[src/rtl/nw_pkg.sv]
// -----------------------------------------------------------------------------
// nw_pkg
// Shared definitions for the Needleman-Wunsch traceback path. The direction
// codes are also used by the direction-RAM writer, so both sides agree on them.
//
// Contents:
//   DIR_DIAG / DIR_UP / DIR_LEFT  one-hot 3-bit arrow codes
//   tb_state_e                    traceback FSM state encoding
//   dir_is_code()                 true when a 3-bit value is one of the arrows
// -----------------------------------------------------------------------------
package nw_pkg;

    localparam logic [2:0] DIR_DIAG = 3'b001;
    localparam logic [2:0] DIR_UP   = 3'b010;
    localparam logic [2:0] DIR_LEFT = 3'b100;

    typedef enum logic [2:0] {
        ST_IDLE   = 3'd0,
        ST_READ   = 3'd1,
        ST_WAIT   = 3'd2,
        ST_EMIT   = 3'd3,
        ST_FINISH = 3'd4,
        ST_ERR    = 3'd5
    } tb_state_e;

    function automatic logic dir_is_code(input logic [2:0] d);
        return (d == DIR_DIAG) || (d == DIR_UP) || (d == DIR_LEFT);
    endfunction

endpackage

[src/rtl/tb_step_decode.sv]
// -----------------------------------------------------------------------------
// tb_step_decode
// Combinational step decoder: given an arrow and the current cell, produces
// the next cell and flags arrows that are unknown or would walk off the matrix.
//
// Ports:
//   dir     in   3  arrow read from the direction RAM
//   ci, cj  in   W  current cell coordinates
//   next_i  out  W  coordinates after following the arrow
//   next_j  out  W
//   illegal out  1  unknown code, or move past row/column 0
// -----------------------------------------------------------------------------
module tb_step_decode
    import nw_pkg::*;
#(
    parameter int W = 9
) (
    input  logic [2:0]   dir,
    input  logic [W-1:0] ci,
    input  logic [W-1:0] cj,
    output logic [W-1:0] next_i,
    output logic [W-1:0] next_j,
    output logic         illegal
);

    logic i_zero;
    logic j_zero;

    assign i_zero = (ci == '0);
    assign j_zero = (cj == '0);

    always_comb begin
        // NOTE: every output gets a default before the case so no path leaves
        // one unassigned; that is what keeps this block free of latches.
        next_i  = ci;
        next_j  = cj;
        illegal = !dir_is_code(dir);
        case (dir)
            DIR_DIAG: begin
                if (i_zero || j_zero) begin
                    illegal = 1'b1;
                end else begin
                    next_i = ci - 1'b1;
                    next_j = cj - 1'b1;
                end
            end
            // UP walks along j, LEFT walks along i.
            DIR_UP: begin
                if (j_zero) illegal = 1'b1;
                else        next_j  = cj - 1'b1;
            end
            DIR_LEFT: begin
                if (i_zero) illegal = 1'b1;
                else        next_i  = ci - 1'b1;
            end
            default: illegal = 1'b1;
        endcase
    end

endmodule

[src/rtl/traceback_unit.sv]
// -----------------------------------------------------------------------------
// traceback_unit
// Walks the direction RAM from (len_i, len_j) back to (0,0), one cell per
// READ -> WAIT -> EMIT round, and streams each step out through a
// valid/ready handshake. Cell (0,0) is the terminus and is never read.
//
// Ports:
//   clk, rst              clock, synchronous active-high reset
//   start                 one-cycle launch pulse, ignored while busy
//   len_i, len_j          start coordinates, sampled on an accepted start
//   en_traceB, i_t, j_t   direction-RAM read enable and address
//   symbol_out            RAM read data, valid the cycle after en_traceB
//   step_valid/ready      step-stream handshake
//   step_dir/i/j          arrow and cell of the presented step
//   busy, done, error     status; done and error are one-cycle pulses
//   step_cnt              (TRACEBACK_STEP_CNT_EN only) transferred step count
//
// Build option: define TRACEBACK_STEP_CNT_EN to add the step_cnt output.
// -----------------------------------------------------------------------------
module traceback_unit
    import nw_pkg::*;
#(
    parameter int N       = 128,
    parameter int BitAddr = $clog2(N + 1)
) (
    input  logic             clk,
    input  logic             rst,
    input  logic             start,
    input  logic [BitAddr:0] len_i,
    input  logic [BitAddr:0] len_j,
    output logic             en_traceB,
    output logic [BitAddr:0] i_t,
    output logic [BitAddr:0] j_t,
    input  logic [2:0]       symbol_out,
    output logic             step_valid,
    input  logic             step_ready,
    output logic [2:0]       step_dir,
    output logic [BitAddr:0] step_i,
    output logic [BitAddr:0] step_j,
    output logic             busy,
    output logic             done,
`ifdef TRACEBACK_STEP_CNT_EN
    output logic             error,
    output logic [BitAddr+1:0] step_cnt
`else
    output logic             error
`endif
);

    localparam int W = BitAddr + 1;

    tb_state_e      state;
    logic [W-1:0]   ci, cj;          // current cell
    logic [W-1:0]   nxt_i, nxt_j;    // cell after the step being presented
    logic [W-1:0]   dec_i, dec_j;
    logic           dec_illegal;

    tb_step_decode #(.W(W)) u_decode (
        .dir     (symbol_out),
        .ci      (ci),
        .cj      (cj),
        .next_i  (dec_i),
        .next_j  (dec_j),
        .illegal (dec_illegal)
    );

`ifdef TRACEBACK_STEP_CNT_EN
    logic [W:0] cnt_q;
    assign step_cnt = cnt_q;
`endif

    // Every output is a register; the FSM sets each one on the edge that
    // enters the state where it must be visible.
    always_ff @(posedge clk) begin
        if (rst) begin
            state      <= ST_IDLE;
            en_traceB  <= 1'b0;
            i_t        <= '0;
            j_t        <= '0;
            step_valid <= 1'b0;
            step_dir   <= '0;
            step_i     <= '0;
            step_j     <= '0;
            busy       <= 1'b0;
            done       <= 1'b0;
            error      <= 1'b0;
            ci         <= '0;
            cj         <= '0;
            nxt_i      <= '0;
            nxt_j      <= '0;
`ifdef TRACEBACK_STEP_CNT_EN
            cnt_q      <= '0;
`endif
        end else begin
            // NOTE: state is updated with <= only, so every branch below sees
            // the values from before this edge regardless of statement order.
            done  <= 1'b0;
            error <= 1'b0;

            case (state)
                ST_IDLE: begin
                    if (start) begin
                        ci   <= len_i;
                        cj   <= len_j;
                        busy <= 1'b1;
`ifdef TRACEBACK_STEP_CNT_EN
                        cnt_q <= '0;
`endif
                        if (len_i == '0 && len_j == '0) begin
                            state <= ST_FINISH;
                        end else begin
                            state     <= ST_READ;
                            en_traceB <= 1'b1;
                            i_t       <= len_i;
                            j_t       <= len_j;
                        end
                    end
                end

                ST_READ: begin
                    en_traceB <= 1'b0;
                    state     <= ST_WAIT;
                end

                // symbol_out is valid here; an illegal arrow aborts before
                // anything reaches the step stream.
                ST_WAIT: begin
                    if (dec_illegal) begin
                        state <= ST_ERR;
                    end else begin
                        step_valid <= 1'b1;
                        step_dir   <= symbol_out;
                        step_i     <= ci;
                        step_j     <= cj;
                        nxt_i      <= dec_i;
                        nxt_j      <= dec_j;
                        state      <= ST_EMIT;
                    end
                end

                ST_EMIT: begin
                    if (step_ready) begin
                        step_valid <= 1'b0;
                        ci         <= nxt_i;
                        cj         <= nxt_j;
`ifdef TRACEBACK_STEP_CNT_EN
                        cnt_q      <= cnt_q + 1'b1;
`endif
                        if (nxt_i == '0 && nxt_j == '0) begin
                            state <= ST_FINISH;
                        end else begin
                            state     <= ST_READ;
                            en_traceB <= 1'b1;
                            i_t       <= nxt_i;
                            j_t       <= nxt_j;
                        end
                    end
                end

                ST_FINISH: begin
                    done  <= 1'b1;
                    busy  <= 1'b0;
                    state <= ST_IDLE;
                end

                ST_ERR: begin
                    error <= 1'b1;
                    busy  <= 1'b0;
                    state <= ST_IDLE;
                end

                default: begin
                    busy  <= 1'b0;
                    state <= ST_IDLE;
                end
            endcase
        end
    end

endmodule

[config.mk]
export PLATFORM = sky130hd
export DESIGN_NAME = traceback_unit
export DESIGN_NICKNAME = d
export VERILOG_FILES = /design/src/rtl/nw_pkg.sv /design/src/rtl/tb_step_decode.sv /design/src/rtl/traceback_unit.sv
export SDC_FILE = /design/constraint.sdc
export NUM_CORES = 1
export LEC_CHECK = 0
export CORE_MARGIN = 2
export CORE_UTILIZATION = 40
export CTS_CLUSTER_SIZE = 28
export DETAILED_ROUTE_END_ITERATION = 10
export PLACE_DENSITY = 0.6
export SYNTH_ARGS = -nofsm -noshare
export SYNTH_HDL_FRONTEND = slang
export SYNTH_SLANG_ARGS = --single-unit
[constraint.sdc]
create_clock -name clk -period 3.4 [get_ports clk]
set_input_delay 1.02 -clock clk [delete_from_list [all_inputs] [get_ports clk]]
set_output_delay 1.02 -clock clk [all_outputs]
set_load 0.02 [all_outputs]
======== After elaboration in Yosys (flattened, before gate mapping) ========
Index checks and enable logic that the tools add are counted.
word-level totals
  output and inout port bits .............. 44
  bits in registers ....................... 83
  bits of input ports ..................... 25
  logic and storage cells ................. 100
operators by class
  add/subtract/negate cells ............... 2
  muxes and demuxes ....................... 44
  bitwise operators ....................... 2
  reduce and logical (&&, ||, !) cells .... 24
  eq/ne operators ......................... 13
operators by type and width
  kind                 number
  $mux 9               16
  $pmux 9 s2           6
  $logic_not 9->1      6
  $sub 9x1->9 const B  2
  $mux 3               5
  $mux 1               12
  $pmux 3 s4           1
  $ne 2x2->1 const B   5
  $reduce_and 5->1     2
  $eq 3x2->1 const B   3
  $eq 3x3->1 const B   3
  $eq 3x1->1 const B   2
  $pmux 1 s3           2
  $reduce_and 2->1     3
  $reduce_and 3->1     2
  $pmux 1 s2           2
  $reduce_bool 2->1    2
  $logic_not 3->1      1
  $logic_or 1x1->1     3
  $reduce_bool 3->1    1
  $reduce_or 3->1      1
  $logic_and 1x1->1    2
  $not 1->1            2
  $logic_not 1->1      1

======== Depth between registers and ports, before layout ========
Gate-level depths: netlist of run 1.
  word-level depth ........................ 8
  gate-level depth with buffers ........... 10
  mapped depth without buffers ............ 7

======== Cells and area by module ========
From an unflattened synthesis of run 1, not the netlist that was laid out.
second synthesis, totals
  cells, all modules ...................... 489
  area total of the unflattened synthesis .. 4072.7 um^2
modules (own cells, without submodules)
  module          sequential area each (um^2)  area each (um^2)  cells each  times used
  traceback_unit  1661.6                       3439.5            398         1
  tb_step_decode  0.0                          633.1             91          1

======== Least setup slack after synthesis of run 1 ========
OpenSTA, ideal clock, no wires.
  kind .................................... input port to flip-flop
  from .................................... input port symbol_out[0]
  to ...................................... register nxt_i[2]
  stages .................................. 9
  slack ................................... 0.870 ns
  path buffers ............................ 4
  data arrival time ....................... 2.444 ns
  setup time .............................. 0.086 ns
  required time ........................... 3.314 ns
  cells stage by stage .................... buf_4 > nand2b_1 > a311oi_2 > buf_6 > a22o_4 > buf_6 > buf_8 > a21oi_1 > a211oi_1
between the ends
  word-level cells in the longest chain between the ends .. 8
  elaborated cells on any way between the ends .. 13
  those cells by class .................... 3 x eq/ne; 5 x mux; 1 x bitwise; 4 x reduce/logical
RTL lines
  item                                      line                                                              RTL
  from (decl)                               traceback_unit.sv:34                                              input logic [2:0] symbol_out,
  $eq 3x1->1 or $eq 3x2->1 (tied branches)  nw_pkg.sv:27, tb_step_decode.sv:38
  $logic_or 1x1->1 (2 in a row)             nw_pkg.sv:27                                                      return (d == DIR_DIAG) || (d == DIR_UP) || (d == DIR_LEFT);
  $logic_not 1->1                           tb_step_decode.sv:37                                              illegal = !dir_is_code(dir);
  $mux 1, on equally long branches          tb_step_decode.sv:53, tb_step_decode.sv:40, tb_step_decode.sv:49
  $pmux 1 s3                                tb_step_decode.sv:38                                              case (dir)
  $not 1->1 (no line)                       --
  $reduce_and 2->1 (no line)                --
  to (signal assigned)                      traceback_unit.sv:135                                             nxt_i <= dec_i;
  to (decl)                                 traceback_unit.sv:54                                              logic [W-1:0] nxt_i, nxt_j;
Several ways; a longest one is shown, not always the timed one.
A chain may end at the register's enable or synchronous reset.

======== Worst setup path after layout of run 1 ========
  from .................................... input port symbol_out[1]
  to ...................................... register step_j[3]
between the ends
  word-level cells in the longest chain between the ends .. 8
  elaborated cells on any way between the ends .. 12
  those cells by class .................... 3 x eq/ne; 4 x mux; 1 x bitwise; 4 x reduce/logical
RTL lines
  item                                      line                                                              RTL
  $eq 3x1->1 or $eq 3x2->1 (tied branches)  nw_pkg.sv:27, tb_step_decode.sv:38
  $logic_or 1x1->1 (2 in a row)             nw_pkg.sv:27
  $logic_not 1->1                           tb_step_decode.sv:37
  $mux 1, on equally long branches          tb_step_decode.sv:53, tb_step_decode.sv:40, tb_step_decode.sv:49
  $pmux 1 s3 *                              tb_step_decode.sv:38
  $not 1->1 (no line) *                     --
  $reduce_and 2->1 (no line) *              --
  to (signal assigned)                      traceback_unit.sv:134                                             step_j <= cj;
  to (decl)                                 traceback_unit.sv:39                                              output logic [BitAddr:0] step_j,
Every way passes the cells marked *; elsewhere a longest branch is shown, timed or not.

==> results of run 1 <==
sequential cells by signal, summed over array words and instances, names as in the netlist:
register    flops
step_j          9
i_t             9
ci              9
error           1
state           3
nxt_i           9
done            1
busy            1
en_traceB       1
step_dir        3
nxt_j           9
step_i          9
j_t             9
step_valid      1
cj              9
cells in the mapped netlist, types with 8 or more instances:
| master | count | area [µm²] |
|---|---|---|
| a211oi_1 | 21 | 158 |
| xor2_1 | 11 | 96.3 |
| nor4_1 | 13 | 81.3 |
| o2bb2ai_1 | 28 | 245 |
| nor2_1 | 24 | 90.1 |
| mux2i_1 | 19 | 190 |
| buf_2 | 13 | 65.1 |
| nor3_1 | 8 | 40.0 |
| nand2_1 | 10 | 37.5 |
| inv_1 | 10 | 37.5 |
| a21oi_1 | 41 | 205 |
| dfxtp_1 | 83 | 1660 |
| o21ai_0 | 27 | 135 |
| clkbuf_1 | 16 | 60.1 |
| nand3_1 | 29 | 145 |
metrics by stage:
| stage | power (W) | hold WS (ns) | cells | area (µm²) |
|---|---|---|---|---|
| 2_1_floorplan | 0.00146 | 0.462 | 435 | 3990 |
| 3_3_place_gp | 0.00162 | 0.438 | 612 | 4730 |
| 3_5_place_dp | 0.00163 | 0.439 | 612 | 4730 |
| 4_1_cts | 0.00244 | 0.454 | 628 | 4960 |
| 5_1_grt | 0.00252 | 0.491 | 628 | 4960 |
| 6_report | 0.00242 | 0.450 | 628 | 4960 |
power by group:
part           internal (W)  switching (W)
clock network      0.000437       0.000369
registers           0.00103      0.0000750
logic              0.000211       0.000298
worst max path at each step:
stage | endpoint | slack, ns | depth (start not counted)
global route | step_j[8]$_SDFFE_PP0P_ | 0.40 | 7
floorplan | nxt_i[2]$_SDFFE_PP0P_ | 0.87 | 9
CTS | step_j[3]$_SDFFE_PP0P_ | 0.56 | 7
global placement | step_j[6]$_SDFFE_PP0P_ | 0.33 | 7
finish | step_j[3]$_SDFFE_PP0P_ | 0.55 | 7
detailed placement | step_j[3]$_SDFFE_PP0P_ | 0.22 | 7
final cells by class:
class | count | share of cell area [%]
Multi-Input combinational cell | 301 | 41.6
Clock inverter | 5 | 1.69
Tap cell | 133 | 3.36
Sequential cell | 83 | 33.5
Timing Repair Buffer | 85 | 16.2
Clock buffer | 11 | 2.85
Inverter | 10 | 0.757
layer usage:
layer | up-vias | GRT usage (%) | wire length, µm
met5 | - | 0 | 0
met4 | 0 | 6.18 | 118
met3 | 9 | 3.76 | 435
met1 | 1745 | 27.2 | 5190
li1 | 1747 | - | -
met2 | 86 | 34.1 | 5300
worst register-to-register path: stages (launching register included):
cell and delay [ns]:
dfxtp_1 0.39, inv_1 0.11, ha_1 0.20, nor4b_1 0.34
nand2_1 0.39, a22oi_2 0.41, buf_4 0.20, nand2_1 0.07
a2111oi_2 0.36
cells by family after synthesis:
kind of cell    count (synthesis)  synth area share, %
flops                          83                 41.7
buf+inv                        51                 6.78
fa+ha+maj                       4                 1.25
xor+xnor                       14                 3.07
mux                            19                 4.77
compound gates                152                 26.8
simple gates                  112                 15.7
==> results.sh, run 1 <==
export IMPL_status="completed"
export IMPL_cts_resized=0
export IMPL_cp_arrival_ns=3.05
export IMPL_setup_tns_ns=0
export IMPL_utilization_pct=50.9
export IMPL_synthDistinctLibCells=57
export IMPL_crit_type="in2reg"
export IMPL_layout_nets=519
export IMPL_portBuffers=68
export IMPL_vias_per_cell=5.71
export IMPL_holdPathEnd="en_traceB$_SDFFE_PP0P_"
export IMPL_p_leak_nw=1.75
export IMPL_tightest_slew_ns=0.967
export IMPL_synthArstFlopShare_pct=0
export IMPL_grt_pass1_vias=3396
export IMPL_dieArea_um2=10800
export IMPL_start_util_pct=41.0
export IMPL_cpMaxStageDelayCell="clkdlybuf4s50_1"
export IMPL_slew_headroom_pct=35.4
export IMPL_grt_usage_pct=20.5
export IMPL_grt_pass1_wl_um=17900
export IMPL_first_pass_iters=4
export IMPL_layout_drive_gt1_share_pct=10.3
export IMPL_std_cell_rows=36
export IMPL_setup_ws_ns=0.548
export IMPL_fillCellCount=960
export IMPL_clk_pin_slew_ns=0.08
export IMPL_dpl_hpwl_um=7830
export IMPL_wl_per_cell_um=17.6
export IMPL_clock_latency_ns=0.35
export IMPL_min_period_ns=2.85
export IMPL_reg2reg_from="cj[0]$_SDFFE_PP0P_"
export IMPL_dieWidth_um=104
export IMPL_timing_rr_end="state[2]$_SDFFE_PP0P_"
export IMPL_critPathMaxFanout=20
export IMPL_clock_sinks=83
export IMPL_cts_tree="done"
export IMPL_dieHeight_um=104
export IMPL_netlist_area_um2=3990
export IMPL_cp_top_family="compound AO/OA/AOI/OAI gates"
export IMPL_min_path_cells=2
export IMPL_drc=0
export IMPL_crit_start="symbol_out[1]"
export IMPL_max_cap_viol_count=0
export IMPL_grt_max_degree=42
export IMPL_cpPeakStageDelay_ns=0.63
export IMPL_drv_slew=0
export IMPL_area_growth_pct=24.2
export IMPL_cts_post_setup_buffers_inserted=0
export IMPL_end_kind="flop"
export IMPL_cp_num_buf_inv=2
export IMPL_pwr_density_cell_nw_per_um2=487
export IMPL_final_common_cell="dfxtp_1"
export IMPL_first_iter_violations=182
export IMPL_numCtsBuffers=9
export IMPL_drt_total_wl_um=11000
export IMPL_grt_antenna_before_repair=0
export IMPL_ys_flop_type="dfxtp_1"
export IMPL_max_freq_ghz=0.351
export IMPL_syn_avg_cell_area_um2=9.17
export IMPL_min_path_type="reg2reg"
export IMPL_ff2ff_setup_slack_ns=0.83
export IMPL_htree_num_levels=3
export IMPL_min_from="en_traceB$_SDFFE_PP0P_"
export IMPL_cts_hold_buf=0
export IMPL_clk_path_buf_depth=2
export IMPL_via_count=3587
export IMPL_peakVddDrop_uv=211
export IMPL_skew_ns=0.0119
export IMPL_gp_congestion=0.883
export IMPL_period_share_pct=83.9
export IMPL_grt_overflow=0
export IMPL_setup_violations_final=0
export IMPL_final_cell_mix="dfxtp_1, clkdlybuf4s50_1, a21oi_1"
export IMPL_syn_inst=435
export IMPL_final_antenna_net_count=0
export IMPL_post_place_ws_ns=0.222
export IMPL_regArea_um2=1660
export IMPL_start_kind="primary input"
export IMPL_synth_seq_cells=83
export IMPL_worstPathCellList="clkdlybuf4s50_1 > nand2b_1 > a311oi_2 > a22oi_2 > buf_4 > o21ai_0 > a21oi_1"
export IMPL_multi_input_area_um2=2060
export IMPL_syn_nets=464
export IMPL_crit_required_ns=3.60
export IMPL_ios=69
export IMPL_synth_edff_count=0
export IMPL_reg2reg_depth=8
export IMPL_core_area_um2=9730
export IMPL_hold_viol_final=0
export IMPL_rsz0062_at_grt="false"
export IMPL_ys_seq_area_share_pct=41.7
export IMPL_root_buffer="clkbuf_8"
export IMPL_yosysWarnings=0
export IMPL_antenna_cells=0
No activity file was read; power rests on OpenSTA's default activity.
==> inputs of run 2 (changes only) <==
PLACE_DENSITY = 0.63   (was 0.6)
clock period = 2.57 ns   (was 3.4 ns; I/O delays follow)
==> run 2 against run 1 <==
- die area is the same
- largest cell class unchanged
- flip-flop and latch count is the same
- critical path depth grew 1
==> results.sh, run 2 (synthesized netlist as in run 1, its figures left out) <==
export IMPL_via_count=3772
export IMPL_grt_pass1_vias=3622
export IMPL_setup_tns_ns=0
export IMPL_area_growth_pct=30.6
export IMPL_worstPathCellList="clkdlybuf4s50_1 > nand2b_1 > a311oi_2 > buf_4 > buf_12 > nand4_1 > xor2_1 > a211oi_1"
export IMPL_grt_pass1_wl_um=18900
export IMPL_power_w=0.00312
export IMPL_tightest_slew_ns=0.668
export IMPL_dr_wl_met3_um=539
export IMPL_antenna_cells=0
export IMPL_cp_arrival_ns=2.65
export IMPL_htree_num_levels=3
export IMPL_drv_slew=0
export IMPL_routed_top_layer="met4"
export IMPL_final_cells=659
export IMPL_first_pass_iters=5
export IMPL_root_buffer="clkbuf_8"
export IMPL_layout_drive_gt1_share_pct=15.8
export IMPL_hold_viol_final=0
export IMPL_core_area_um2=9730
export IMPL_dpl_hpwl_um=8170
export IMPL_period_share_pct=91.8
export IMPL_reg2reg_from="cj[1]$_SDFFE_PP0P_"
export IMPL_grt_max_degree=42
export IMPL_portBuffers=68
export IMPL_crit_start="symbol_out[0]"
export IMPL_first_iter_violations=222
export IMPL_std_cell_rows=36
export IMPL_cp_top_family="buffers and inverters"
export IMPL_max_cap_viol_count=0
export IMPL_clk_pin_slew_ns=0.09
export IMPL_final_antenna_net_count=0
export IMPL_critPathMaxFanout=8
export IMPL_dieWidth_um=104
export IMPL_wl_met1_um=5240
export IMPL_ios=69
export IMPL_dieHeight_um=104
export IMPL_grt_usage_pct=21.8
export IMPL_crit_type="in2reg"
export IMPL_crit_required_ns=2.86
export IMPL_grt_overflow=0
export IMPL_peakVddDrop_uv=269
export IMPL_cpMaxStageDelayCell="clkdlybuf4s50_1"
export IMPL_dp_cells=640
export IMPL_grt_antenna_before_repair=0
export IMPL_vias_per_cell=5.72
export IMPL_final_common_cell="dfxtp_1"
export IMPL_rsz0062_at_grt="false"
export IMPL_cts_tree="done"
export IMPL_min_period_ns=2.36
export IMPL_pwr_density_cell_nw_per_um2=600
export IMPL_cpPeakStageDelay_ns=0.48
export IMPL_final_cell_mix="dfxtp_1, clkdlybuf4s50_1, buf_4"
export IMPL_min_path_type="reg2reg"
export IMPL_clk_path_buf_depth=2
export IMPL_wl_per_cell_um=17.3
export IMPL_drt_total_wl_um=11400
export IMPL_ff2ff_setup_slack_ns=0.32
export IMPL_start_kind="primary input"
export IMPL_skew_ns=0.0127
export IMPL_start_util_pct=41.0
export IMPL_post_place_ws_ns=-0.165
export IMPL_wl_met2_um=5420
export IMPL_dieArea_um2=10800
export IMPL_max_freq_ghz=0.424
export IMPL_utilization_pct=53.5
export IMPL_fillCellCount=945
export IMPL_slew_headroom_pct=55.3
export IMPL_p_leak_nw=1.91
export IMPL_setup_violations_final=0
export IMPL_drc=0
export IMPL_min_from="en_traceB$_SDFFE_PP0P_"
export IMPL_gp_congestion=0.843
export IMPL_setup_ws_ns=0.210
export IMPL_numCtsBuffers=9
export IMPL_cts_resized=0
export IMPL_clock_sinks=83
export IMPL_end_kind="flop"
export IMPL_status="completed"
export IMPL_layout_nets=550
export IMPL_clock_latency_ns=0.37
export IMPL_cp_num_buf_inv=3
==> run 2: layout make-up <==
class                           count  area, µm²  area share (%)
Sequential cell                    83       1660            31.9
Inverter                           10       37.5           0.720
Clock inverter                      6       46.3           0.889
Multi-Input combinational cell    301       2060            39.6
Timing Repair Buffer              116       1100            21.1
Tap cell                          133        166            3.19
Clock buffer                       10        138            2.64
==> run 2: report_power, final <==
part	internal (W)	leakage, nW	switching (W)
registers	0.00136	0.676	0.0000804
clock network	0.000386	0.0897	0.000514
logic	0.000354	1.14	0.000433
total	0.00210	1.91	0.00103
==> run 2: path summary, 6_finish.rpt <==
path | endpoint | depth (start not counted)
worst max-delay path | nxt_j[4]$_SDFFE_PP0P_ | 8
worst min-delay path | en_traceB$_SDFFE_PP0P_ | 2
worst max register to register | state[2]$_SDFFE_PP0P_ | 8
worst min register to register | en_traceB$_SDFFE_PP0P_ | 2
==> run 2: what timing repair did <==
item,4_1_cts,5_1_grt
endpoints found under the setup margin,0,21
hold buffers,0,0
setup buffers,0,3
==> run 2: worst register-to-register path: stages, from the launching register on <==
cell and delay, ns:
dfxtp_1 0.33, inv_1 0.08, ha_1 0.18, nor4b_1 0.38, nand2_1 0.29, a22oi_2 0.25, buf_4 0.19, nand2_1 0.07
a2111oi_2 0.37
==> run 2: stage by stage <==
step | instance area, µm² | hold WS [ns]
floorplan | 3990 | 0.462
global placement | 5000 | 0.443
detailed placement | 5000 | 0.442
CTS | 5190 | 0.455
global route | 5210 | 0.473
finish | 5210 | 0.455
==> run 2: routing by layer <==
metal  track usage, %  vias up
met5                0        -
met4             6.85        0
met3             3.88       20
met2             35.4      109
met1             29.4     1833
li1                 -     1810
==> inputs of run 3 (changes only) <==
CORE_MARGIN = unset   (was 2)
==> run 3 against run 2 <==
- clock skew down 0.0075 ns
- sequential power hardly changed
- via count down 1.3%
==> results.sh, run 3 (synthesized netlist as in run 1, its figures left out) <==
export IMPL_peakVddDrop_uv=246
export IMPL_min_period_ns=2.48
export IMPL_final_common_cell="dfxtp_1"
export IMPL_clk_pin_slew_ns=0.08
export IMPL_post_place_ws_ns=-0.265
export IMPL_design_area_um2=5270
export IMPL_rsz0062_at_grt="false"
export IMPL_start_util_pct=41.0
export IMPL_setup_tns_ns=0
export IMPL_grt_antenna_before_repair=0
export IMPL_first_iter_violations=219
export IMPL_portBuffers=68
export IMPL_max_cap_viol_count=0
export IMPL_numCtsBuffers=9
export IMPL_dpl_hpwl_um=8200
export IMPL_wl_per_cell_um=17.2
export IMPL_dpl_cell_area_um2=5040
export IMPL_grt_usage_pct=23.1
export IMPL_final_antenna_net_count=0
export IMPL_final_cell_mix="dfxtp_1, clkdlybuf4s50_1, buf_4"
export IMPL_reg2reg_depth=9
export IMPL_tightest_slew_ns=0.744
export IMPL_dieWidth_um=102
export IMPL_skew_ns=0.00521
export IMPL_layout_nets=554
export IMPL_period_share_pct=96.7
export IMPL_dieHeight_um=102
export IMPL_std_cell_rows=36
export IMPL_drc=0
export IMPL_dieArea_um2=10400
export IMPL_fillCellCount=948
export IMPL_via_count=3722
export IMPL_drt_total_wl_um=11400
export IMPL_min_path_type="reg2reg"
export IMPL_core_area_um2=9730
export IMPL_clk_path_buf_depth=2
export IMPL_ios=69
export IMPL_cts_resized=0
export IMPL_p_leak_nw=1.94
export IMPL_crit_type="in2reg"
export IMPL_power_w=0.00319
export IMPL_layout_drive_gt1_share_pct=16.3
export IMPL_cts_tree="done"
export IMPL_pwr_density_cell_nw_per_um2=606
export IMPL_max_freq_ghz=0.403
export IMPL_clock_latency_ns=0.35
export IMPL_grt_max_degree=56
export IMPL_htree_num_levels=3
export IMPL_hold_viol_final=0
export IMPL_clock_sinks=83
export IMPL_grt_pass1_vias=3527
export IMPL_start_kind="primary input"
export IMPL_first_pass_iters=5
export IMPL_grt_overflow=0
export IMPL_min_path_cells=2
export IMPL_drv_slew=0
export IMPL_area_growth_pct=32.1
export IMPL_root_buffer="clkbuf_8"
export IMPL_vias_per_cell=5.62
export IMPL_slew_headroom_pct=50.2
export IMPL_holdWs_ns=0.450
export IMPL_grt_pass1_wl_um=18300
export IMPL_end_kind="flop"
export IMPL_setup_violations_final=0
export IMPL_gp_congestion=0.824
export IMPL_status="completed"
export IMPL_critPathMaxFanout=9
export IMPL_setup_ws_ns=0.0856
export IMPL_antenna_cells=0
export IMPL_cp_arrival_ns=2.77
export IMPL_crit_required_ns=2.85
==> run 3: cell count changes in the layout (fill, tap and decap cells not counted) <==
cell,previous run,this run
clkbuf_8,10,11
bufinv_16,0,1
buf_12,5,6
buf_4,43,46
inv_6,3,0
==> run 3: report_power, final <==
group	total [W]	switching, W	internal (W)
Combinational	0.000796	0.000433	0.000362
Clock	0.000959	0.000464	0.000495
Sequential	0.00144	0.0000815	0.00136
==> run 3: worst max-delay path, cell delays in order <==
cell	delay, ns
clkdlybuf4s50_1	0.42
nor4_1	0.51
buf_4	0.20
nand3_1	0.11
o2111ai_1	0.24
and3b_1	0.22
buf_4	0.17
o2bb2ai_1	0.12
==> run 3: stage by stage <==
step | utilization [%] | std cells
after floorplan | - | 435
after global placement | 51.8 | 645
after detailed placement | 51.8 | 645
after CTS | 53.9 | 660
after global routing | 54.2 | 662
final | 54.2 | 662
==> run 3: worst paths after layout <==
check                                             from                endpoint  slack [ns]
worst min-delay path            en_traceB$_SDFFE_PP0P_  en_traceB$_SDFFE_PP0P_        0.45
worst min register to register  en_traceB$_SDFFE_PP0P_  en_traceB$_SDFFE_PP0P_        0.45
worst max register to register      cj[0]$_SDFFE_PP0P_   nxt_j[3]$_SDFFE_PP0P_        0.34
worst max-delay path                          len_i[5]     i_t[6]$_SDFFE_PP0P_        0.09
==> run 3: area by class of cell <==
cell class                      instances  area [µm²]  area share, %
Sequential cell                        83        1660           31.5
Tap cell                              133         166           3.16
Inverter                               10        37.5          0.712
Multi-Input combinational cell        301        2060           39.1
Timing Repair Buffer                  120        1140           21.7
Clock buffer                           11         151           2.87
Clock inverter                          4        50.0          0.950
==> run 3: timing repair <==
| action | CTS | global route |
|---|---|---|
| buffers inserted | 0 | 2 |
| endpoints found under the setup margin | 0 | 20 |
| hold buffers | 0 | 0 |
| endpoints found under the hold margin | 0 | 0 |
==> run 3: per-layer routing <==
metal / up-vias / GRT usage [%] / wire length, µm
li1: 1820 / - / -
met1: 1782 / 32.2 / 5410
met2: 109 / 36.2 / 5380
met3: 11 / 4.10 / 471
met4: 0 / 8.02 / 128
met5: - / 0 / 0
